===== config.mk =====
export PLATFORM = sky130hd
export DESIGN_NAME = uart_tx_arbiter
export DESIGN_NICKNAME = d
export VERILOG_FILES = /design/src/rtl/uart_tx_arbiter.sv
export SDC_FILE = /design/constraint.sdc
export NUM_CORES = 1
export LEC_CHECK = 0
export CAP_MARGIN = 20
export CORE_MARGIN = 5
export CORE_UTILIZATION = 40
export CTS_CLUSTER_DIAMETER = 30
export DETAILED_ROUTE_END_ITERATION = 12
export GPL_TIMING_DRIVEN = 0
export HOLD_SLACK_MARGIN = 0.05
export PLACE_DENSITY = 0.72
export SLEW_MARGIN = 15
export SYNTH_ARGS = -nofsm -noshare
export SYNTH_HDL_FRONTEND = slang
export SYNTH_SLANG_ARGS = --single-unit
export TNS_END_PERCENT = 20

===== constraint.sdc =====
create_clock -name clk -period 2.7 [get_ports clk]
set_clock_uncertainty 0.2 [all_clocks]
set_input_delay 0.54 -clock clk [delete_from_list [all_inputs] [get_ports clk]]
set_output_delay 0.54 -clock clk [all_outputs]
set_load 0.02 [all_outputs]

===== src/rtl/uart_tx_arbiter.sv =====
// uart_tx_arbiter: round-robin, message-granular sharing of one UART transmitter among N_REQ byte sources
module uart_tx_arbiter #(
  parameter int N_REQ = 2,
  parameter int TIMEOUT = 100000000
) (
  input  logic               clk,
  input  logic               rst,
  input  logic [N_REQ-1:0]   req_valid,
  input  logic [8*N_REQ-1:0] req_data,
  input  logic [N_REQ-1:0]   req_last,
  output logic [N_REQ-1:0]   req_ready,
  output logic [N_REQ-1:0]   grant,
  output logic [7:0]         tx_data,
  output logic               tx_start,
  input  logic               tx_busy,
  output logic               timeout_err
);
  localparam int IW = $clog2(N_REQ);
  localparam int WW = $clog2(TIMEOUT + 1);
  typedef enum logic [1:0] {IDLE, LOCKED, WAIT_ACK, WAIT_DONE} state_t;
  state_t state, state_n;
  logic [IW-1:0] owner, owner_n, ptr, ptr_n, pick;
  logic [WW-1:0] wd, wd_n;
  logic [N_REQ-1:0] grant_n, ready_n;
  logic [7:0] data_n, lane;
  logic last_flag, last_n, start_n, err_n, accept;
  assign lane = req_data[{owner, 3'b000} +: 8];
  assign accept = (state == LOCKED) && req_valid[owner] && !tx_busy;
  // Scan from farthest to nearest so the requester right after ptr wins.
  always_comb begin
    pick = '0;
    for (int o = N_REQ; o >= 1; o--)
      if (req_valid[(int'(ptr) + o) % N_REQ]) pick = IW'((int'(ptr) + o) % N_REQ);
  end
  always_comb begin
    state_n = state;
    owner_n = owner;
    ptr_n = ptr;
    last_n = last_flag;
    wd_n = wd;
    grant_n = grant;
    ready_n = '0;
    data_n = tx_data;
    start_n = 1'b0;
    err_n = 1'b0;
    case (state)
      IDLE: if (|req_valid) begin
        owner_n = pick;
        grant_n = N_REQ'(1) << pick;
        state_n = LOCKED;
      end
      LOCKED: if (accept) begin
        data_n = lane;
        last_n = req_last[owner];
        start_n = 1'b1;
        ready_n = grant;
        wd_n = '0;
        state_n = WAIT_ACK;
      end else if (wd == WW'(TIMEOUT - 1)) begin
        err_n = 1'b1;
        grant_n = '0;
        ptr_n = owner;
        wd_n = '0;
        state_n = IDLE;
      end else if (!req_valid[owner]) begin
        wd_n = wd + 1'b1;
      end
      WAIT_ACK: state_n = tx_busy ? WAIT_DONE : WAIT_ACK;
      WAIT_DONE: if (!tx_busy) begin
        state_n = last_flag ? IDLE : LOCKED;
        grant_n = last_flag ? '0 : grant;
        ptr_n = last_flag ? owner : ptr;
      end
      default: state_n = IDLE;
    endcase
  end
  always_ff @(posedge clk or posedge rst) begin
    if (rst) begin
      state <= IDLE;
      owner <= '0;
      ptr <= IW'(N_REQ - 1);
      last_flag <= 1'b0;
      wd <= '0;
      grant <= '0;
      req_ready <= '0;
      tx_data <= 8'h00;
      tx_start <= 1'b0;
      timeout_err <= 1'b0;
    end else begin
      state <= state_n;
      owner <= owner_n;
      ptr <= ptr_n;
      last_flag <= last_n;
      wd <= wd_n;
      grant <= grant_n;
      req_ready <= ready_n;
      tx_data <= data_n;
      tx_start <= start_n;
      timeout_err <= err_n;
    end
  end
endmodule

==> summary.md, run 1 <==
| Metric | Value |
|---|---|
| Antenna fix cells | `0` |
| PortBufs | `36` |
| PostCTS Resize Cnt | `0` |
| DRC Markers | `0` |
| F_max | `424 MHz` |
| Hold Crit Class | `flop to flop` |
| Ys flop type | `dfrtp_1` |
| Post-Syn Instances | `275` |
| Worst R2R Path Depth | `7` |
| CTS tree | `yes` |
| Worst setup path endpoint | `wd[20]` |
| CP startpoint kind | `input port` |
| Leading area contributor after synthesis | `dfrtp_1` |
| Postcts setup bufs | `0` |
| Fin. max-slew vios | `0` |
| Yosys warning total | `0` |
| FILL cells | `601` |
| Clock transition at the registers of the reported paths | `80 ps` |
| # IOs | `37` |
| Minimum clock period | `2360 ps` |
| Worst reg2reg path startpoint | `wd[0]` |
| DP HPWL | `4890 um` |
| Final Total Pwr | `2.60 mW` |
| Number of synthesized flops with an enable pin | `0` |
| Crit-path cells | `clkdlybuf4s50_1 > mux2i_4 > nor3_4 > a31oi_4 > buf_4 > a21oi_1 > mux2i_1` |
| Critical path class | `input port to flop` |
| Final setup viols | `0` |
| Via-to-Cell Ratio | `5.81` |
| Syn_nets | `299` |
| Clk_lat worst skew | `300 ps` |
| Drt pass-1 iters | `4` |
| Worst Setup SP | `req_valid[1]` |
| Worst Path Required | `2680 ps` |
| Top post-synthesis cells by count | `dfrtp_1 (45), a31oi_1 (27), nand2_1 (21), nor2_1 (21), a21oi_1 (17)` |
| Unrepaired setup endpoints after global routing | `false` |
| Initial Util | `41.7%` |
| Die H | `91.8 um` |
| Detailed Route Iter0 Violations | `103` |
| Vias in the first global route | `2,246` |
| Fin crit share | `87.3%` |
| Max-capacitance violation count | `0` |
| Peak VDD IR | `0.000352 V` |
| Grt total ovfl | `0` |
| Cts bufs inserted | `5` |
| Post-Syn Area | `0.00268 mm2` |
| LEAKAGE | `1.30 nW` |
| CP arrival | `2340 ps` |
| CP max stage delay | `620 ps` |
| Min-delay src | `wd[24]` |
| GPL Wtd Cong | `0.905` |
| Reg2reg end | `wd[9]` |
| Placeable Area | `0.00642 mm2` |
| Worst setup EP type | `flop` |
| Clock Tree Root | `clkbuf_8` |
| Least-Margin Pin Slew | `638 ps` |
| Final hold slack | `314 ps` |
| DR vias | `2,308` |
| DIE AREA | `0.00842 mm2` |
| Outcome | `finished clean` |
| Seq/Total Area, Yosys | `43.1%` |
| Layout cell share with drive strength beyond 1 | `12.2%` |
| Synth top area share | `42.1%` |
| First-pass GRT wire length | `11,400 um` |
| Hold_buf cts | `0` |
| CP max stage cell | `clkdlybuf4s50_1` |
| Post-route ant nets | `0` |
| Largest net degree at the start of global routing | `25` |
| Die X | `91.8 um` |
| Antenna violations before repair | `0` |
| Seq cells post-synth | `46` |
| Wire per inst | `16.8 um` |
| Ys async rst share | `100%` |
| Worst relative slew slack | `57.5%` |
| Final Cell Area | `0.00324 mm2` |
| Power Density | `800 mW/mm2` |
| Layout area overhead | `21.2%` |
| Most common cell in the netlist | `dfrtp_1` |
| R2R Setup Slk | `530 ps` |
| Total GRT Usage | `16.5%` |
| Final wirelength | `6680 um` |
| Net count, final | `343` |
| Final hold vios | `0` |
| H-tree depth | `2` |
| Synth unique cells | `53` |
| Worst-path fanout max | `10` |
| Main area contributors after synthesis | `dfrtp_1 (42%), a31oi_1 (6.3%), mux2i_1 (4.5%)` |
| Largest buffer count on any clock path | `2` |
| Syn Area/Cell | `9.73 um2` |
| Sink Count | `46` |
| Num rows | `29` |
| DP Area | `0.00315 mm2` |
==> power breakdown <==
group	switching (mW)	total (mW)	internal, mW
registers	0.108	0.952	0.844
clock network	0.234	0.441	0.207
logic	0.702	1.20	0.500
==> sequential cells by signal, summed over array words and instances, names as in the netlist, named ones only <==
| register | count |
|---|---|
| ptr | 1 |
| tx_data | 8 |
| state | 1 |
| grant | 2 |
| last_flag | 1 |
| req_ready | 2 |
| wd | 27 |
| owner | 1 |
| tx_start | 1 |
| timeout_err | 1 |
==> worst min path at each step <==
stage / endpoint / cells after the start
after detailed placement: wd[23] / 1
after global placement: wd[23] / 1
final: wd[24] / 1
after floorplan: wd[21] / 1
after global routing: req_ready[0] / 1
after CTS: wd[24] / 1
==> cell families (layout without fill, tap and decap cells) <==
| group | Yosys count | count (layout) | share of synthesized area, % |
|---|---|---|---|
| buffers and inverters | 21 | 66 | 4.44 |
| XOR/XNOR | 3 | 3 | 0.982 |
| multiplexers | 15 | 15 | 6.17 |
| AND/OR/NAND/NOR | 112 | 112 | 25.6 |
| AO/OA/AOI/OAI | 77 | 77 | 19.2 |
| flip-flops | 46 | 46 | 43.1 |
| adder cells (fa/ha/maj) | 1 | 1 | 0.468 |
==> critical path: cells and delay by family <==
family	cells	cell delay, ps
buffers and inverters	2	830
and+or+nand+nor	1	430
AOI/OAI and AO/OA	2	250
muxes	2	280
==> metrics by stage <==
| stage | std cells | worst slack, ps | setup TNS [ps] | utilization (%) |
|---|---|---|---|---|
| global route | 397 | 229 | 0 | 50.5 |
| finish | 397 | 344 | 0 | 50.5 |
| detailed placement | 389 | 26.1 | 0 | 49.1 |
| floorplan | 275 | 800 | 0 | - |
| global placement | 388 | -125 | -5540 | 48.8 |
| CTS | 397 | 345 | 0 | 50.5 |
==> metal layers <==
layer	global-route usage (%)	routed length [um]	part of all wire [%]
met5	0	0	0
met4	5.57	80	1.2
met3	2.54	258	3.9
met2	25.6	3260	49
met1	23.5	3080	46
==> area by class of cell <==
cell class                      instances  area [um2]  area share, %
Sequential cell                        46        1150           35.5
Inverter                                7        26.3          0.810
Clock buffer                            7        86.3           2.66
Multi-Input combinational cell        208        1400           43.3
Clock inverter                          1        5.00          0.154
Tap cell                               77        96.3           2.97
Buffer                                 14        92.6           2.85
Timing Repair Buffer                   37         380           11.7
==> placed cells by master (no fill, tap or decap), drive strengths merged <==
master and count:
a21boi 1, a21oi 18, a311oi 1, a31oi 30, a32o 2, a41oi 3
and2 9, and3 4, and4 6, buf 12, clkbuf 10, clkdlybuf4s50 36
clkinv 1, dfrtp 45, dfstp 1, ha 1, inv 7, mux2 2
mux2i 13, nand2 22, nand2b 8, nand3 11, nand3b 2, nand4 13
nand4b 2, nor2 23, nor2b 1, nor3 4, nor3b 1, nor4 6
o211ai 1, o21ai 15, o22ai 3, o31ai 2, o41ai 1, xnor2 1
xor2 2
No activity file was read; power rests on OpenSTA's default activity.
==> run 2: changes to the inputs <==
CAP_MARGIN = 40   (was 20)
==> summary.md, run 2 (synthesized netlist as in run 1, its figures left out) <==
| Metric | Value |
|---|---|
| Minimum clock period | `2360 ps` |
| FILL cells | `601` |
| PortBufs | `36` |
| Worst reg2reg path startpoint | `wd[0]` |
| Antenna violations before repair | `0` |
| Via-to-Cell Ratio | `5.81` |
| CP max stage delay | `620 ps` |
| Setup TNS | `0 ps` |
| Peak VDD IR | `0.000352 V` |
| F_max | `424 MHz` |
| Postcts setup bufs | `0` |
| Worst path depth | `7` |
| Delay-heaviest family, CP | `buffers and inverters` |
| Largest buffer count on any clock path | `2` |
| Vias in the first global route | `2,246` |
| Final hold vios | `0` |
| Final wirelength | `6680 um` |
| Antenna fix cells | `0` |
| H-tree depth | `2` |
| Worst relative slew slack | `57.5%` |
| Register name with the most flops | `wd` |
| DRC Markers | `0` |
| Multi-input gate area | `0.00140 mm2` |
| Largest register FFs | `27` |
| Hold worst-path end | `wd[24]` |
| Grt total ovfl | `0` |
| Outcome | `finished clean` |
| CP max stage cell | `clkdlybuf4s50_1` |
| CTS tree | `yes` |
| First-pass GRT wire length | `11,400 um` |
| Max-capacitance violation count | `0` |
| Hold_buf cts | `0` |
| Worst Path Required | `2680 ps` |
| CP arrival | `2340 ps` |
| Drt pass-1 iters | `4` |
| Commonest non-fill, non-tap cell in the layout | `dfrtp_1` |
| DIE AREA | `0.00842 mm2` |
| Initial Util | `41.7%` |
| Worst setup EP type | `flop` |
| Worst R2R Path Depth | `7` |
| LEAKAGE | `1.30 nW` |
| Placeable Area | `0.00642 mm2` |
| Crit-path cells | `clkdlybuf4s50_1 > mux2i_4 > nor3_4 > a31oi_4 > buf_4 > a21oi_1 > mux2i_1` |
| # IOs | `37` |
| Wire per inst | `16.8 um` |
| Hold depth | `1` |
| Die X | `91.8 um` |
| Sink Count | `46` |
| Critical path class | `input port to flop` |
| DP HPWL | `4890 um` |
| Hold Crit Class | `flop to flop` |
| Unrepaired setup endpoints after global routing | `false` |
| Regs by FF count | `wd (27), tx_data (8)` |
| CP startpoint kind | `input port` |
| Cts bufs inserted | `5` |
| Layout cell share with drive strength beyond 1 | `12.2%` |
| Clock transition at the registers of the reported paths | `80 ps` |
| Detailed Route Iter0 Violations | `103` |
| Final Total Pwr | `2.60 mW` |
| Seq. cell area | `0.00115 mm2` |
| Layout area overhead | `21.2%` |
| Die H | `91.8 um` |
| Most frequent cells in the layout | `dfrtp_1 (45), clkdlybuf4s50_1 (36), a31oi_1 (27), nor2_1 (21), nand2_1 (21)` |
| Total GRT Usage | `16.5%` |
| GPL Wtd Cong | `0.905` |
| Clock Tree Root | `clkbuf_8` |
| PostCTS Resize Cnt | `0` |
| Least-Margin Pin Slew | `638 ps` |
| Post-layout util | `50.5%` |
| Fin crit share | `87.3%` |
| R2R Setup Slk | `530 ps` |
| Final setup viols | `0` |
| CP bufs+invs | `2` |
| Power Density | `800 mW/mm2` |
| Fin. max-slew vios | `0` |
| Reg2reg end | `wd[9]` |
| Net count, final | `343` |
| Min-delay src | `wd[24]` |
| Num rows | `29` |
| Clk_lat worst skew | `300 ps` |
| DR vias | `2,308` |
| Post-route ant nets | `0` |
| Worst-path fanout max | `10` |
| Largest net degree at the start of global routing | `25` |
## run 2: cell type report
class                           count  share of cell area (%)
Timing Repair Buffer               37                    11.7
Clock buffer                        7                    2.66
Clock inverter                      1                   0.154
Inverter                            7                   0.810
Buffer                             14                    2.85
Multi-Input combinational cell    208                    43.3
Sequential cell                    46                    35.5
Tap cell                           77                    2.97
## run 2: where the power goes
group          switching [mW]  internal, mW
combinational           0.702         0.500
sequential              0.108         0.844
clock                   0.234         0.207
total                    1.04          1.55
## run 2: stage by stage
stage                     worst slack (ps)  cells  cell area (um2)  hold slack (ps)
final                                  344    397             3240              314
after global routing                   229    397             3240              347
after CTS                              345    397             3240              316
after detailed placement              26.1    389             3150              305
after global placement                -125    388             3130              294
after floorplan                        800    275             2680              267
## run 2: worst max path at each step
stage                  from  endpoint
6_report       req_valid[1]    wd[20]
5_1_grt        req_valid[1]    wd[20]
4_1_cts        req_valid[1]    wd[20]
3_5_place_dp   req_valid[1]    wd[20]
3_3_place_gp            rst    wd[18]
2_1_floorplan         wd[0]    wd[17]
## run 2: per-layer routing
| layer | GRT usage [%] | routed length (um) |
|---|---|---|
| met1 | 23.5 | 3080 |
| met2 | 25.6 | 3260 |
| met4 | 5.57 | 80 |
| met3 | 2.54 | 258 |
| met5 | 0 | 0 |
==> run 3: changes to the inputs <==
clock period = 2.2 ns   (was 2.7 ns; I/O delays follow)
==> summary.md, run 3 (synthesized netlist as in run 1, its figures left out) <==
| Metric | Value |
|---|---|
| Outcome | `finished clean` |
| CTS tree | `yes` |
| Worst Setup SP | `wd[10]` |
| Unrepaired setup endpoints after global routing | `true` |
| Clock Tree Root | `clkbuf_8` |
| FILL cells | `599` |
| Wire per inst | `16.9 um` |
| Largest register FFs | `27` |
| Layout cell share with drive strength beyond 1 | `14.5%` |
| Drt pass-1 iters | `5` |
| Sink Count | `46` |
| Fin crit share | `96.0%` |
| Power Density | `975 mW/mm2` |
| Initial Util | `41.7%` |
| F_max | `474 MHz` |
| DP Worst Slack | `-374 ps` |
| Final setup viols | `0` |
| DRC Markers | `0` |
| Placeable Area | `0.00642 mm2` |
| Worst relative slew slack | `57.3%` |
| CP startpoint kind | `flop` |
| Regs by FF count | `wd (27), tx_data (8)` |
| Final hold slack | `296 ps` |
| Register name with the most flops | `wd` |
| Cts bufs inserted | `5` |
| Layout area overhead | `23.2%` |
| H-tree depth | `2` |
| Commonest non-fill, non-tap cell in the layout | `dfrtp_1` |
| Hold Crit Class | `input port to async pin` |
| First-pass GRT wire length | `11,400 um` |
| Clk_lat worst skew | `300 ps` |
| DR vias | `2,356` |
| Worst Path Required | `2220 ps` |
| Vias in the first global route | `2,255` |
| Setup TNS | `0 ps` |
| Hold_buf cts | `0` |
| Total GRT Usage | `16.5%` |
| Die X | `91.8 um` |
| Worst-path fanout max | `9` |
| Most frequent cells in the layout | `dfrtp_1 (44), clkdlybuf4s50_1 (34), a31oi_1 (27), nor2_1 (21), nand2_1 (21)` |
| Post-route ant nets | `0` |
| Grt total ovfl | `0` |
| Die H | `91.8 um` |
| LEAKAGE | `1.34 nW` |
| CP arrival | `2130 ps` |
| Worst setup EP type | `flop` |
| Final hold vios | `0` |
| Clock transition at the registers of the reported paths | `90 ps` |
| Minimum clock period | `2110 ps` |
| Peak VDD IR | `0.000430 V` |
| Final worst slack | `89.0 ps` |
| PortBufs | `36` |
| Num rows | `29` |
| Final wirelength | `6770 um` |
| # IOs | `37` |
| Net count, final | `347` |
| Max-capacitance violation count | `0` |
| Worst reg2reg path startpoint | `wd[10]` |
| Antenna violations before repair | `0` |
| DP HPWL | `4890 um` |
| Least-Margin Pin Slew | `640 ps` |
| Detailed Route Iter0 Violations | `108` |
| Critical path class | `flop to flop` |
| DIE AREA | `0.00842 mm2` |
| GPL Wtd Cong | `0.905` |
| Largest buffer count on any clock path | `2` |
| Antenna fix cells | `0` |
| Via-to-Cell Ratio | `5.88` |
| Post-layout util | `51.3%` |
| Fin. max-slew vios | `0` |
| Largest net degree at the start of global routing | `25` |
[run 3: final cells by class]
class	instances	area, um2	area share [%]
Buffer	14	93.8	2.85
Clock buffer	7	86.3	2.62
Clock inverter	1	5.00	0.152
Inverter	7	26.3	0.797
Multi-Input combinational cell	208	1420	43.1
Sequential cell	46	1150	35.0
Tap cell	77	96.3	2.92
Timing Repair Buffer	41	415	12.6
[run 3: what timing repair did]
item                                    CTS  global route
pin swaps                                 1             4
endpoints found under the setup margin    4            24
setup buffers                             2             2
resized for setup                         0             8
[run 3: power breakdown]
part	switching (mW)	internal (mW)	leakage [nW]
combinational	0.869	0.628	0.698
clock	0.286	0.254	0.0482
sequential	0.140	1.04	0.597
total	1.30	1.92	1.34
[run 3: metal layers]
layer  GRT usage (%)  wire [um]
met3            2.54        334
met4            5.57         52
met1            23.5       3100
met2            25.6       3280
met5               0          0
[run 3: path summary, 6_finish.rpt]
path	end	cells past startpoint	slack, ps
worst max-delay path	wd[21]	5	90
max in group asynchronous	wd[3]	3	1000
min in group clk	wd[24]	1	320
worst min-delay path	req_ready[0]	2	300
worst min register to register	wd[24]	1	320
worst max register to register	wd[21]	5	90
[run 3: critical path: stages, from the launching register on]
cell	delay [ps]
dfrtp_1	490
inv_1	150
nor4_4	590
and2_1	280
a41oi_1	130
a31oi_1	180
[run 3: stage by stage]
stage | cells | power, mW | instance area, um2
final | 401 | 3.21 | 3300
after global routing | 401 | 3.42 | 3300
after CTS | 399 | 3.23 | 3260
after detailed placement | 389 | 2.67 | 3150
after global placement | 388 | 2.63 | 3130
after floorplan | 275 | 2.15 | 2680
